### src/rtl/hd44780_pkg.sv
// Shared encodings, state enum and request payload for the HD44780 4-bit write sequencer.
package hd44780_pkg;

    localparam int unsigned BUS_WIDTH = 4;
    localparam int unsigned BYTE_W    = 8;
    localparam int unsigned ADDR_W    = 7;

    localparam logic [BYTE_W-1:0] CMD_CLEAR     = 8'h01;
    localparam logic [BYTE_W-1:0] CMD_HOME      = 8'h02;
    localparam logic [BYTE_W-1:0] CMD_SET_DDRAM = 8'h80;
    localparam logic [ADDR_W-1:0] LINE1_BASE    = 7'h40;

    typedef enum logic [3:0] {
        ST_IDLE,
        ST_HI_E,
        ST_GAP,
        ST_LO_E,
        ST_WAIT,
        ST_WRAP_HI_E,
        ST_WRAP_GAP,
        ST_WRAP_LO_E,
        ST_WRAP_WAIT
    } seq_state_t;

    typedef struct packed {
        logic              rs;
        logic [BYTE_W-1:0] data;
    } lcd_req_t;

    // Clear (0x01) and home (0x02/0x03) need the long settle time and reset the cursor.
    function automatic logic is_long_cmd(input lcd_req_t r);
        return !r.rs && ((r.data == CMD_CLEAR) || (r.data[7:1] == CMD_HOME[7:1]));
    endfunction

endpackage

### src/rtl/hd44780_delay.sv
// Loadable down-counter shared by every timed sequencer state; done while the count is zero.
module hd44780_delay #(
    parameter int unsigned CNT_W = 9
) (
    input  logic             i_clk,
    input  logic             i_rst,
    input  logic             i_load,
    input  logic [CNT_W-1:0] i_load_val,
    output logic             o_done_c
);

    logic [CNT_W-1:0] r_cnt;

    always_ff @(posedge i_clk or posedge i_rst) begin
        if (i_rst) begin
            r_cnt <= '0;
        end else if (i_load) begin
            r_cnt <= i_load_val;
        end else if (r_cnt != '0) begin
            r_cnt <= r_cnt - CNT_W'(1);
        end
    end

    assign o_done_c = (r_cnt == '0);

endmodule

### src/rtl/hd44780_write_sequencer.sv
// Run-time HD44780 4-bit byte scheduler: nibble strobes, post-write waits and automatic line wrap.
module hd44780_write_sequencer
    import hd44780_pkg::*;
#(
    parameter int unsigned EN_HIGH_CYC   = 2,
    parameter int unsigned EN_GAP_CYC    = 2,
    parameter int unsigned CMD_WAIT_CYC  = 20,
    parameter int unsigned LONG_WAIT_CYC = 400,
    parameter int unsigned LINE_LEN      = 16
) (
    input  logic                 i_clk,
    input  logic                 i_rst,
    input  logic                 i_req_valid,
    input  logic                 i_req_rs,
    input  logic [BYTE_W-1:0]    i_req_data,
    output logic                 o_req_ready,
    output logic                 o_busy,
    output logic                 o_e,
    output logic                 o_rs,
    output logic [BUS_WIDTH-1:0] o_db,
    output logic [ADDR_W-1:0]    o_ddram_addr
);

    localparam int unsigned MAX_A   = (EN_HIGH_CYC > EN_GAP_CYC) ? EN_HIGH_CYC : EN_GAP_CYC;
    localparam int unsigned MAX_B   = (CMD_WAIT_CYC > LONG_WAIT_CYC) ? CMD_WAIT_CYC : LONG_WAIT_CYC;
    localparam int unsigned MAX_CYC = (MAX_A > MAX_B) ? MAX_A : MAX_B;
    localparam int unsigned CNT_W   = $clog2(MAX_CYC + 1);

    localparam logic [CNT_W-1:0] LD_HIGH = CNT_W'(EN_HIGH_CYC - 1);
    localparam logic [CNT_W-1:0] LD_GAP  = CNT_W'(EN_GAP_CYC - 1);
    localparam logic [CNT_W-1:0] LD_CMD  = CNT_W'(CMD_WAIT_CYC - 1);
    localparam logic [CNT_W-1:0] LD_LONG = CNT_W'(LONG_WAIT_CYC - 1);

    localparam logic [ADDR_W-1:0] WRAP0_ADDR = ADDR_W'(LINE_LEN - 1);
    localparam logic [ADDR_W-1:0] WRAP1_ADDR = ADDR_W'(32'h40 + LINE_LEN - 1);
    localparam logic [BYTE_W-1:0] WRAP_TO_L1 = CMD_SET_DDRAM | BYTE_W'(LINE1_BASE);

    seq_state_t            r_state, w_state_nxt;
    lcd_req_t              r_req, w_req_nxt;
    logic                  r_e, w_e_nxt;
    logic                  r_rs, w_rs_nxt;
    logic [BUS_WIDTH-1:0]  r_db, w_db_nxt;
    logic [ADDR_W-1:0]     r_addr, w_addr_nxt;
    logic                  r_wrap, w_wrap_nxt;
    logic [BYTE_W-1:0]     r_wrap_byte, w_wrap_byte_nxt;
    logic                  r_ready;
    logic                  r_busy;
    logic                  w_load;
    logic [CNT_W-1:0]      w_load_val;
    logic                  w_done;

    hd44780_delay #(.CNT_W(CNT_W)) u_delay (
        .i_clk      (i_clk),
        .i_rst      (i_rst),
        .i_load     (w_load),
        .i_load_val (w_load_val),
        .o_done_c   (w_done)
    );

    always_ff @(posedge i_clk or posedge i_rst) begin
        if (i_rst) begin
            r_state     <= ST_IDLE;
            r_req       <= '0;
            r_e         <= 1'b0;
            r_rs        <= 1'b0;
            r_db        <= '0;
            r_addr      <= '0;
            r_wrap      <= 1'b0;
            r_wrap_byte <= '0;
            r_ready     <= 1'b0;
            r_busy      <= 1'b1;
        end else begin
            r_state     <= w_state_nxt;
            r_req       <= w_req_nxt;
            r_e         <= w_e_nxt;
            r_rs        <= w_rs_nxt;
            r_db        <= w_db_nxt;
            r_addr      <= w_addr_nxt;
            r_wrap      <= w_wrap_nxt;
            r_wrap_byte <= w_wrap_byte_nxt;
            r_ready     <= (w_state_nxt == ST_IDLE);
            r_busy      <= (w_state_nxt != ST_IDLE);
        end
    end

    // Next state, next bus values and shadow address; bus outputs are registered from these.
    always_comb begin
        w_state_nxt     = r_state;
        w_req_nxt       = r_req;
        w_rs_nxt        = r_rs;
        w_db_nxt        = r_db;
        w_addr_nxt      = r_addr;
        w_wrap_nxt      = r_wrap;
        w_wrap_byte_nxt = r_wrap_byte;
        w_load          = 1'b0;
        w_load_val      = '0;
        w_e_nxt         = 1'b0;

        case (r_state)
            ST_IDLE: begin
                if (i_req_valid && r_ready) begin
                    w_state_nxt = ST_HI_E;
                    w_req_nxt   = '{rs: i_req_rs, data: i_req_data};
                    w_rs_nxt    = i_req_rs;
                    w_db_nxt    = i_req_data[7:4];
                    w_load      = 1'b1;
                    w_load_val  = LD_HIGH;
                end
            end
            ST_HI_E: begin
                if (w_done) begin
                    w_state_nxt = ST_GAP;
                    w_db_nxt    = r_req.data[3:0];
                    w_load      = 1'b1;
                    w_load_val  = LD_GAP;
                end
            end
            ST_GAP: begin
                if (w_done) begin
                    w_state_nxt = ST_LO_E;
                    w_load      = 1'b1;
                    w_load_val  = LD_HIGH;
                end
            end
            ST_LO_E: begin
                if (w_done) begin
                    w_state_nxt = ST_WAIT;
                    w_load      = 1'b1;
                    w_load_val  = is_long_cmd(r_req) ? LD_LONG : LD_CMD;
                    w_wrap_nxt  = 1'b0;
                    // Shadow cursor lands on the first WAIT cycle.
                    if (r_req.rs) begin
                        if (r_addr == WRAP0_ADDR) begin
                            w_addr_nxt      = LINE1_BASE;
                            w_wrap_nxt      = 1'b1;
                            w_wrap_byte_nxt = WRAP_TO_L1;
                        end else if (r_addr == WRAP1_ADDR) begin
                            w_addr_nxt      = '0;
                            w_wrap_nxt      = 1'b1;
                            w_wrap_byte_nxt = CMD_SET_DDRAM;
                        end else if (r_addr != '1) begin
                            w_addr_nxt = r_addr + ADDR_W'(1);
                        end
                    end else if (is_long_cmd(r_req)) begin
                        w_addr_nxt = '0;
                    end else if (r_req.data[7]) begin
                        w_addr_nxt = r_req.data[6:0];
                    end
                end
            end
            ST_WAIT: begin
                if (w_done) begin
                    if (r_wrap) begin
                        w_state_nxt = ST_WRAP_HI_E;
                        w_wrap_nxt  = 1'b0;
                        w_rs_nxt    = 1'b0;
                        w_db_nxt    = r_wrap_byte[7:4];
                        w_load      = 1'b1;
                        w_load_val  = LD_HIGH;
                    end else begin
                        w_state_nxt = ST_IDLE;
                    end
                end
            end
            ST_WRAP_HI_E: begin
                if (w_done) begin
                    w_state_nxt = ST_WRAP_GAP;
                    w_db_nxt    = r_wrap_byte[3:0];
                    w_load      = 1'b1;
                    w_load_val  = LD_GAP;
                end
            end
            ST_WRAP_GAP: begin
                if (w_done) begin
                    w_state_nxt = ST_WRAP_LO_E;
                    w_load      = 1'b1;
                    w_load_val  = LD_HIGH;
                end
            end
            ST_WRAP_LO_E: begin
                if (w_done) begin
                    w_state_nxt = ST_WRAP_WAIT;
                    w_load      = 1'b1;
                    w_load_val  = LD_CMD;
                end
            end
            ST_WRAP_WAIT: begin
                if (w_done) begin
                    w_state_nxt = ST_IDLE;
                end
            end
            default: begin
                w_state_nxt = ST_IDLE;
            end
        endcase

        w_e_nxt = (w_state_nxt == ST_HI_E) || (w_state_nxt == ST_LO_E) ||
                  (w_state_nxt == ST_WRAP_HI_E) || (w_state_nxt == ST_WRAP_LO_E);
    end

    assign o_req_ready  = r_ready;
    assign o_busy       = r_busy;
    assign o_e          = r_e;
    assign o_rs         = r_rs;
    assign o_db         = r_db;
    assign o_ddram_addr = r_addr;

endmodule

### config.mk
export PLATFORM = sky130hd
export DESIGN_NAME = hd44780_write_sequencer
export DESIGN_NICKNAME = d
export VERILOG_FILES = /design/src/rtl/hd44780_pkg.sv /design/src/rtl/hd44780_delay.sv /design/src/rtl/hd44780_write_sequencer.sv
export SDC_FILE = /design/constraint.sdc
export NUM_CORES = 1
export LEC_CHECK = 0
export ABC_AREA = 0
export CORE_ASPECT_RATIO = 1.75
export CORE_MARGIN = 10
export CORE_UTILIZATION = 40
export CTS_CLUSTER_SIZE = 25
export DETAILED_ROUTE_END_ITERATION = 12
export GPL_TIMING_DRIVEN = 0
export PLACE_DENSITY_LB_ADDON = 0.15
export RECOVER_POWER = 100
export SLEW_MARGIN = 20
export SYNTH_ARGS = -nofsm -noshare
export SYNTH_HDL_FRONTEND = slang
export SYNTH_HIERARCHICAL = 1
export SYNTH_SLANG_ARGS = --single-unit
### constraint.sdc
create_clock -name i_clk -period 2.9 [get_ports i_clk]
set_clock_uncertainty 0.15 [all_clocks]
set_input_delay 0.58 -clock i_clk [delete_from_list [all_inputs] [get_ports i_clk]]
set_output_delay 0.58 -clock i_clk [all_outputs]
set_load 0.01 [all_outputs]
# After elaboration in Yosys (flattened, before gate mapping)
# Index checks and enable logic that the tools add are counted.
# Widths: inputs -> output; s select.
dict set report totals {
  register_bits 46
  in_bits 12
  out_inout_bits 15
  word_cells 114
}
dict set report classes {
  n_addsub 2
  n_eq_ne 24
  mux 50
  reduce_logical 26
}
# cell count
set op_table {}
lappend op_table {{$mux 4} 14}
lappend op_table {{$pmux 9 s5} 1}
lappend op_table {{$mux 7} 6}
lappend op_table {{$mux 9} 4}
lappend op_table {{$pmux 4 s9} 1}
lappend op_table {{$eq 4x3->1 const B} 6}
lappend op_table {{$mux 1} 16}
lappend op_table {{$mux 8} 2}
lappend op_table {{$pmux 4 s4} 1}
lappend op_table {{$eq 4x2->1 const B} 3}
lappend op_table {{$reduce_and 4->1} 3}
lappend op_table {{$logic_not 9->1} 1}
lappend op_table {{$reduce_bool 9->1} 1}
lappend op_table {{$sub 9x1->9 const B} 1}
lappend op_table {{$eq 4x1->1 const B} 2}
lappend op_table {{$eq 8x1->1 const B} 1}
lappend op_table {{$logic_not 4->1} 2}
lappend op_table {{$ne 2x1->1 const B} 4}
lappend op_table {{$reduce_bool 2->1} 4}
lappend op_table {{$reduce_bool 4->1} 2}
lappend op_table {{$add 7x1->7 const B} 1}
lappend op_table {{$eq 7x1->1 const B} 1}
lappend op_table {{$eq 7x4->1 const B} 1}
lappend op_table {{$eq 7x7->1 const B} 1}
lappend op_table {{17 further kinds} 23}

# Longest topological paths before layout
# Gate-level depths: netlist of the first run.
dict set report logic_depth {
  word_depth 7
  mapped_depth 13
  ltp_nobuf 10
}

# Modules after synthesis
# Netlist of the first run, hierarchy kept.
# mod n_inst cells_per_inst area_each_um2 seq_area_each_um2
set by_module_without_submodules {}
lappend by_module_without_submodules {hd44780_write_sequencer 1 159 1684.1 777.0}
lappend by_module_without_submodules {hd44780_delay 1 63 555.5 225.2}

# Least setup slack after synthesis of the first run
# No wires, ideal clock.
dict set report synth_timing {
  path_kind {reg2reg}
  from {register u_delay.r_cnt[0]}
  to {register u_delay.r_cnt[7]}
  setup_time_ns 0.124
  arrival_ns 2.746
  required_ns 2.626
  slack_ns -0.120
  path_stages_with_launch 14
  n_path_buf 3
  synth_period_minus_slack_ns 3.020
  cell_sequence {dfrtp_1 -> inv_1 -> ha_1 -> or4b_1 -> buf_2 -> nor2_1 -> clkbuf_1 -> inv_1 -> a21o_1 -> a21oi_1 -> buf_1 -> nor4_1 -> o2111a_1 -> a211o_1}
}
dict set report synth_via {
  elab_chain_len 4
  word_cells_on_any_way 11
  cone_classes {add/sub: 1; mux: 7; reduce/logical: 3}
}
# element line_no
set synth_rtl {}
lappend synth_rtl {{from (decl)} hd44780_delay.sv:12} ;# logic [CNT_W-1:0] r_cnt;
lappend synth_rtl {{from (signal assigned)} hd44780_delay.sv:18} ;# r_cnt <= i_load_val;
lappend synth_rtl {{from (signal assigned)} hd44780_delay.sv:20} ;# r_cnt <= r_cnt - CNT_W'(1);
lappend synth_rtl {{$logic_not 9->1 *} hd44780_delay.sv:24} ;# assign o_done_c = (r_cnt == '0);
lappend synth_rtl {{net w_done} hd44780_write_sequencer.sv:50} ;# logic w_done;
lappend synth_rtl {{$mux 1 (on tied branches)} -}
lappend synth_rtl {{$pmux 1 s3 *} hd44780_write_sequencer.sv:99} ;# case (r_state)
lappend synth_rtl {{net w_load} hd44780_write_sequencer.sv:48} ;# logic w_load;
lappend synth_rtl {{$mux 9 or $reduce_bool 2->1 (tied branches)} -}
# Mark *: on every way through the listed nets, which the timed path passes. The rest lies on a longest branch. The select of a mux whose other input is x is not followed.
# A chain may end at the register's enable or synchronous reset.

# Worst setup path after layout of the first run
dict set report layout_timing {
  from {register u_delay.r_cnt[1]}
  to {register u_delay.r_cnt[7]}
}
# Same word-level chain as after synthesis.

==> impl_metrics.ini, run 1 <==
[min_path]
min_from = r_wrap_byte[7]$_DFFE_PP0P_
min_path_cells = 1
hold_end = r_wrap_byte[7]$_DFFE_PP0P_
min_path_type = reg -> reg

[setup_path]
rr_startpoint = u_delay/r_cnt[1]$_DFFE_PP0P_
r2r_cells = 13
critical_path_class = reg -> reg
crit_arrival_ns = 2.80
cp_max_fo = 9
r2r_end = u_delay/r_cnt[7]$_DFFE_PP0P_
worstPathRequired_ns = 2.93
cp-start-kind = flop
critPathCaptureType = flop
worst-r2r-setup-slack_ns = 0.13

[layout]
ff_latch_area_um2 = 1000
multi_input_area_um2 = 1130
area_growth_pct = 24.5
final_common_cell = dfrtp_1
insertedDiodeCount = 0
fill_cells = 533
fin_area_um2 = 2790
nNetsFinal = 276
most-common-layout-cells = dfrtp_1, nand2_1, dlygate4sd3_1
drive_gt1_share_pct = 20.5

[detailed_routing]
wirelength_um = 5600
ant_nets = 0
vias = 1870
wl_met1_um = 2040
drt_iter0_markers = 59
via_per_inst = 5.52
wire_per_inst_um = 16.5
drc = 0
wl_met2_um = 3330
first_pass_iters = 4
top_layer = met4
routed-wl-met3_um = 147

[status]
status = finished clean

[cts]
worstSkewPairLatency_ns = 0.30
clock-sinks = 40
tritoncts = built
htreeDepth = 2
ctsHoldBuffers = 0
root_buffer = clkbuf_8
clk_path_buf_depth = 2
clkTransAtPathRegs_ns = 0.08
cts_buffers = 5

[sta]
final.period_utilization_pct = 95.4
finalSetupTns_ns = 0
hold_viol_final = 0
layout_setup_ws_ns = 0.133
tightest_slew_ns = 1.22
timing.max_slew.rel_slack_pct = 18.6
hold_ws_ns = 0.337
setup_viol = 0
finalMaxSlewViolations = 0
rsz0062_at_grt = false
layout_min_cycle_time_ns = 2.77
maxClockFrequency_mhz = 361

[yosys]
syn-mean-instance-area_um2 = 10.1
yosysSeqAreaShare_pct = 44.7
syn_inst = 222
synth_top_cell_by_area = dfrtp_1
ys.flop_type = dfrtp_1
yosysWarnings = 6
yosys.area.top_type_share_pct = 43.6
synthTopCellsByArea = dfrtp_1, mux2_2, inv_1, nand2_1, nor2_1
synth_edf_count = 0
synth_area_um2 = 2240
synth_seq_cells = 40
synthArstFlopShare_pct = 100
synth_cell_type_count = 62

[floorplanning]
initial_utilization_pct = 40.8
die_w_um = 76.6
rows = 36
pin_count = 27
core_um2 = 5500
chipHeight_um = 119
dieArea_um2 = 9110

[place]
gp_congestion = 0.861
placed_area_um2 = 2600
dp_hpwl_um = 4250
post-place-ws_ns = -0.289
portBuffers = 26

[power_and_ir_drop]
vdd_drop_max_v = 0.000401
power.leakage_uw = 0.00118
power.density_nw_per_um2 = 936

[global_route]
grt_usage_pct = 12.5
grt_pass1_wl_um = 9400
grt_pass1_vias = 1945
grt_start_max_net_pins = 32
grt_antenna_before_repair = 0
grt-ovfl-total = 0

[job]
drv_cap = 0
-- how the worst max path moves through the flow --
stage                     slack [ns]                          from                            to  depth (start not counted)
after floorplan                 0.05  u_delay/r_cnt[0]$_DFFE_PP0P_   o_ddram_addr[0]$_DFFE_PP0P_                         11
after global routing           0.003  u_delay/r_cnt[1]$_DFFE_PP0P_  u_delay/r_cnt[7]$_DFFE_PP0P_                         13
final                           0.13  u_delay/r_cnt[1]$_DFFE_PP0P_  u_delay/r_cnt[7]$_DFFE_PP0P_                         13
after CTS                       0.03  u_delay/r_cnt[1]$_DFFE_PP0P_  u_delay/r_cnt[7]$_DFFE_PP0P_                         13
after detailed placement       -0.29  u_delay/r_cnt[0]$_DFFE_PP0P_   o_ddram_addr[0]$_DFFE_PP0P_                         11
after global placement         -0.27  u_delay/r_cnt[0]$_DFFE_PP0P_   o_ddram_addr[0]$_DFFE_PP0P_                         11
-- cells by family after synthesis --
family,synth area share [%]
xor+xnor,1.56
fa+ha+maj,1.12
mux,7.54
simple gates,18.3
other cells,0.167
compound gates,21.0
flops,44.7
buf+inv,5.59
-- synth_stat cells (all sizes together), types with 2 or more instances --
| master | instances |
|---|---|
| mux2i | 3 |
| o31ai | 9 |
| a222oi | 2 |
| inv | 16 |
| nor2 | 15 |
| or4b | 2 |
| o32ai | 2 |
| xor2 | 2 |
| a21oi | 8 |
| buf | 7 |
| a31oi | 5 |
| o221a | 2 |
| a31o | 2 |
| and3 | 4 |
| or3b | 2 |
| nor4 | 2 |
| nor4b | 5 |
| a211o | 2 |
| o211ai | 5 |
| nand4 | 3 |
| mux2 | 12 |
| a22oi | 2 |
| clkbuf | 5 |
| a41oi | 2 |
| nor3 | 7 |
| ha | 2 |
| or4 | 2 |
| o21ai | 8 |
| nand2 | 16 |
| a22o | 2 |
| nand3 | 6 |
| dfrtp | 39 |
| or2 | 2 |
| xnor2 | 2 |
-- report_power, final --
| part | switching, uW | internal, uW | total [uW] |
|---|---|---|---|
| clock network | 208 | 255 | 463 |
| logic | 607 | 556 | 1160 |
| registers | 213 | 771 | 984 |
-- routing by layer --
| layer | vias to the layer above | GRT usage [%] |
|---|---|---|
| li1 | 900 | - |
| met1 | 940 | 12.0 |
| met2 | 24 | 25.3 |
| met3 | 6 | 2.33 |
| met4 | 0 | 4.21 |
| met5 | - | 0 |
-- through the flow --
stage	util (%)	instances	power, uW
2_1_floorplan	-	223	1740
3_3_place_gp	47.3	325	2140
3_5_place_dp	47.3	325	2150
4_1_cts	50.4	337	2660
5_1_grt	50.7	339	2810
6_report	50.7	339	2610
-- flip-flops by register name, summed over array words and instances, names as in the netlist, 2 cells and up --
| name | count |
|---|---|
| o_db | 4 |
| r_state | 4 |
| r_req | 9 |
| u_delay/r_cnt | 9 |
| o_ddram_addr | 7 |
| r_wrap_byte | 2 |
-- worst max-delay path, stage by stage (launching register included) --
cell,delay [ns]
dfrtp_1,0.41
inv_1,0.07
ha_2,0.21
or4b_4,0.46
buf_4,0.18
nor2_4,0.12
buf_8,0.14
inv_2,0.06
a21o_1,0.17
a21oi_2,0.12
buf_4,0.14
nor4_1,0.05
o2111a_1,0.13
a211o_1,0.26
-- cell type report --
| cell class | instances | share of cell area (%) |
|---|---|---|
| multi-input combinational | 155 | 40.5 |
| clock buffer | 5 | 2.47 |
| buffer | 12 | 3.01 |
| sequential | 40 | 36.0 |
| clock inverter | 3 | 1.53 |
| timing repair buffer | 32 | 11.0 |
| tap | 76 | 3.41 |
| inverter | 16 | 2.15 |
-- timing repair --
item | 4_1_cts | 5_1_grt
buffers inserted | 4 | 2
pin swaps | 1 | 3
resized for setup | 8 | 5
setup endpoints to repair | 20 | 13
No activity file was read; power rests on OpenSTA's default activity.
==> run 2: changes to the inputs <==
--- a/config.mk
+++ b/config.mk
@@ -7,10 +7,11 @@
 export LEC_CHECK = 0
 export ABC_AREA = 0
 export CORE_ASPECT_RATIO = 1.75
-export CORE_MARGIN = 10
+export CORE_MARGIN = 3
 export CORE_UTILIZATION = 40
 export CTS_CLUSTER_SIZE = 25
 export DETAILED_ROUTE_END_ITERATION = 12
+export DONT_BUFFER_PORTS = 1
 export GPL_TIMING_DRIVEN = 0
 export PLACE_DENSITY_LB_ADDON = 0.15
 export RECOVER_POWER = 100
==> impl_metrics.ini, run 2 (synthesis gave the netlist of run 1 again) <==
[setup_path]
critical_path_class = reg -> reg
slowest_stage = or4b_1
worstPathRequired_ns = 2.93
worst-path-buf-inv = 5
crit_end = u_delay/r_cnt[7]$_DFFE_PP0P_
setup.worst_path.start = u_delay/r_cnt[0]$_DFFE_PP0P_
critPathCaptureType = flop
r2r_end = u_delay/r_cnt[7]$_DFFE_PP0P_
critPathTopFamily = compound AO/OA/AOI/OAI gates
cp_max_fo = 9
worst-r2r-setup-slack_ns = 0.17
crit_arrival_ns = 2.76
cp-start-kind = flop
crit_chain = inv_2, ha_4, or4b_1, buf_4, nor2_4, buf_8, inv_2, a21o_1, a21oi_1, buf_4, nor4_1, o2111a_1, a211o_1
rr_startpoint = u_delay/r_cnt[0]$_DFFE_PP0P_
critical_path_depth = 13
cp_slowest_stage_delay_ns = 0.42
r2r_cells = 13

[global_route]
grt_start_max_net_pins = 32
grt_pass1_wl_um = 9320
grt_pass1_vias = 1912
grt-ovfl-total = 0
grt_usage_pct = 17.6
grt_antenna_before_repair = 0

[min_path]
min_path_cells = 1
min_path_type = in -> reg

[layout]
most-common-layout-cells = dfrtp_1, nand2_1, nor2_1, inv_1, mux2_2
area_growth_pct = 12.8
drive_gt1_share_pct = 21.5
insertedDiodeCount = 0
final_common_cell = dfrtp_1
fin_util_pct = 47.3
nNetsFinal = 250

[detailed_routing]
drc = 0
wirelength_um = 5420
first_pass_iters = 4
drt_iter0_markers = 133
ant_nets = 0
wl_met2_um = 3200
wl_met1_um = 1970
top_layer = met4
vias = 1761
routed-wl-met3_um = 167
via_per_inst = 5.66
wire_per_inst_um = 17.4

[sta]
final.period_utilization_pct = 94.3
layout_min_cycle_time_ns = 2.73
hold_ws_ns = 0.272
timing.max_slew.rel_slack_pct = 20.6
hold_viol_final = 0
finalMaxSlewViolations = 0
maxClockFrequency_mhz = 366
setup_viol = 0
rsz0062_at_grt = false
tightest_slew_ns = 1.19

[place]
dp_hpwl_um = 4070
portBuffers = 0
gp_congestion = 0.769

[power_and_ir_drop]
vdd_drop_max_v = 0.000439
power.leakage_uw = 0.00105
power.density_nw_per_um2 = 984

[cts]
clkTransAtPathRegs_ns = 0.09
root_buffer = clkbuf_8
clk_path_buf_depth = 2
worstSkewPairLatency_ns = 0.30
cts_buffers = 5
tritoncts = built
htreeDepth = 2
clock-sinks = 40

[floorplanning]
rows = 35
core_um2 = 5340
chipHeight_um = 105
initial_utilization_pct = 41.9
pin_count = 27
die_w_um = 62.6
dieArea_um2 = 6570

[job]
drv_cap = 0

[status]
status = finished clean
run 2: through the flow:
step / std cells / total power [uW] / setup TNS [ns] / area [um2] / setup slack, ns
after floorplan: 223 / 1740 / 0 / 2250 / 0.0479
after global placement: 297 / 1980 / -2.78 / 2340 / -0.315
after detailed placement: 297 / 1990 / -3.12 / 2340 / -0.306
after CTS: 311 / 2490 / 0 / 2520 / 0.00956
after global routing: 311 / 2680 / 0 / 2530 / 0.0330
final: 311 / 2490 / 0 / 2530 / 0.166
run 2: timing repair:
item | in CTS | in global routing
endpoints found under the hold margin | 9 | 0
resized for setup | 7 | 8
hold buffers | 1 | 0
pin swaps | 1 | 1
endpoints found under the setup margin | 21 | 13
setup buffers | 5 | 0
run 2: final cells by class:
class / count / area [um2]
Timing Repair Buffer: 6 / 43.8
Clock inverter: 3 / 42.5
Multi-Input combinational cell: 155 / 1130
Clock buffer: 5 / 68.8
Sequential cell: 40 / 1000
Tap cell: 74 / 92.6
Fill cell: 546 / 2820
Buffer: 12 / 83.8
Inverter: 16 / 60.1
run 2: worst min path at each step:
stage	startpoint	end	slack (ns)
after CTS	i_rst	r_req[3]$_DFFE_PP0P_	0.12
final	i_req_data[3]	r_req[3]$_DFFE_PP0P_	0.27
after floorplan	i_rst	u_delay/r_cnt[0]$_DFFE_PP0P_	0.26
after detailed placement	r_wrap_byte[7]$_DFFE_PP0P_	r_wrap_byte[7]$_DFFE_PP0P_	0.30
after global routing	i_req_data[1]	r_req[1]$_DFFE_PP0P_	0.27
after global placement	r_wrap_byte[7]$_DFFE_PP0P_	r_wrap_byte[7]$_DFFE_PP0P_	0.30
run 2: worst reg2reg max path: stages, from the launching register on:
cell and delay [ns]:
dfrtp_1 0.40, inv_2 0.09, ha_4 0.15, or4b_1 0.42, buf_4 0.18, nor2_4 0.12
buf_8 0.14, inv_2 0.06, a21o_1 0.16, a21oi_1 0.14, buf_4 0.16, nor4_1 0.06
o2111a_1 0.13, a211o_1 0.26
run 2: where the power goes:
group | total [uW] | internal [uW] | switching, uW | leakage, uW
Clock | 460 | 255 | 206 | 0.0000541
Combinational | 993 | 444 | 548 | 0.000480
Sequential | 1030 | 770 | 264 | 0.000512
run 2: routing by layer:
| metal | vias to the layer above | GRT usage, % |
|---|---|---|
| met1 | 868 | 17.4 |
| li1 | 858 | - |
| met5 | - | 0 |
| met2 | 29 | 35.0 |
| met4 | 0 | 6.48 |
| met3 | 6 | 3.01 |
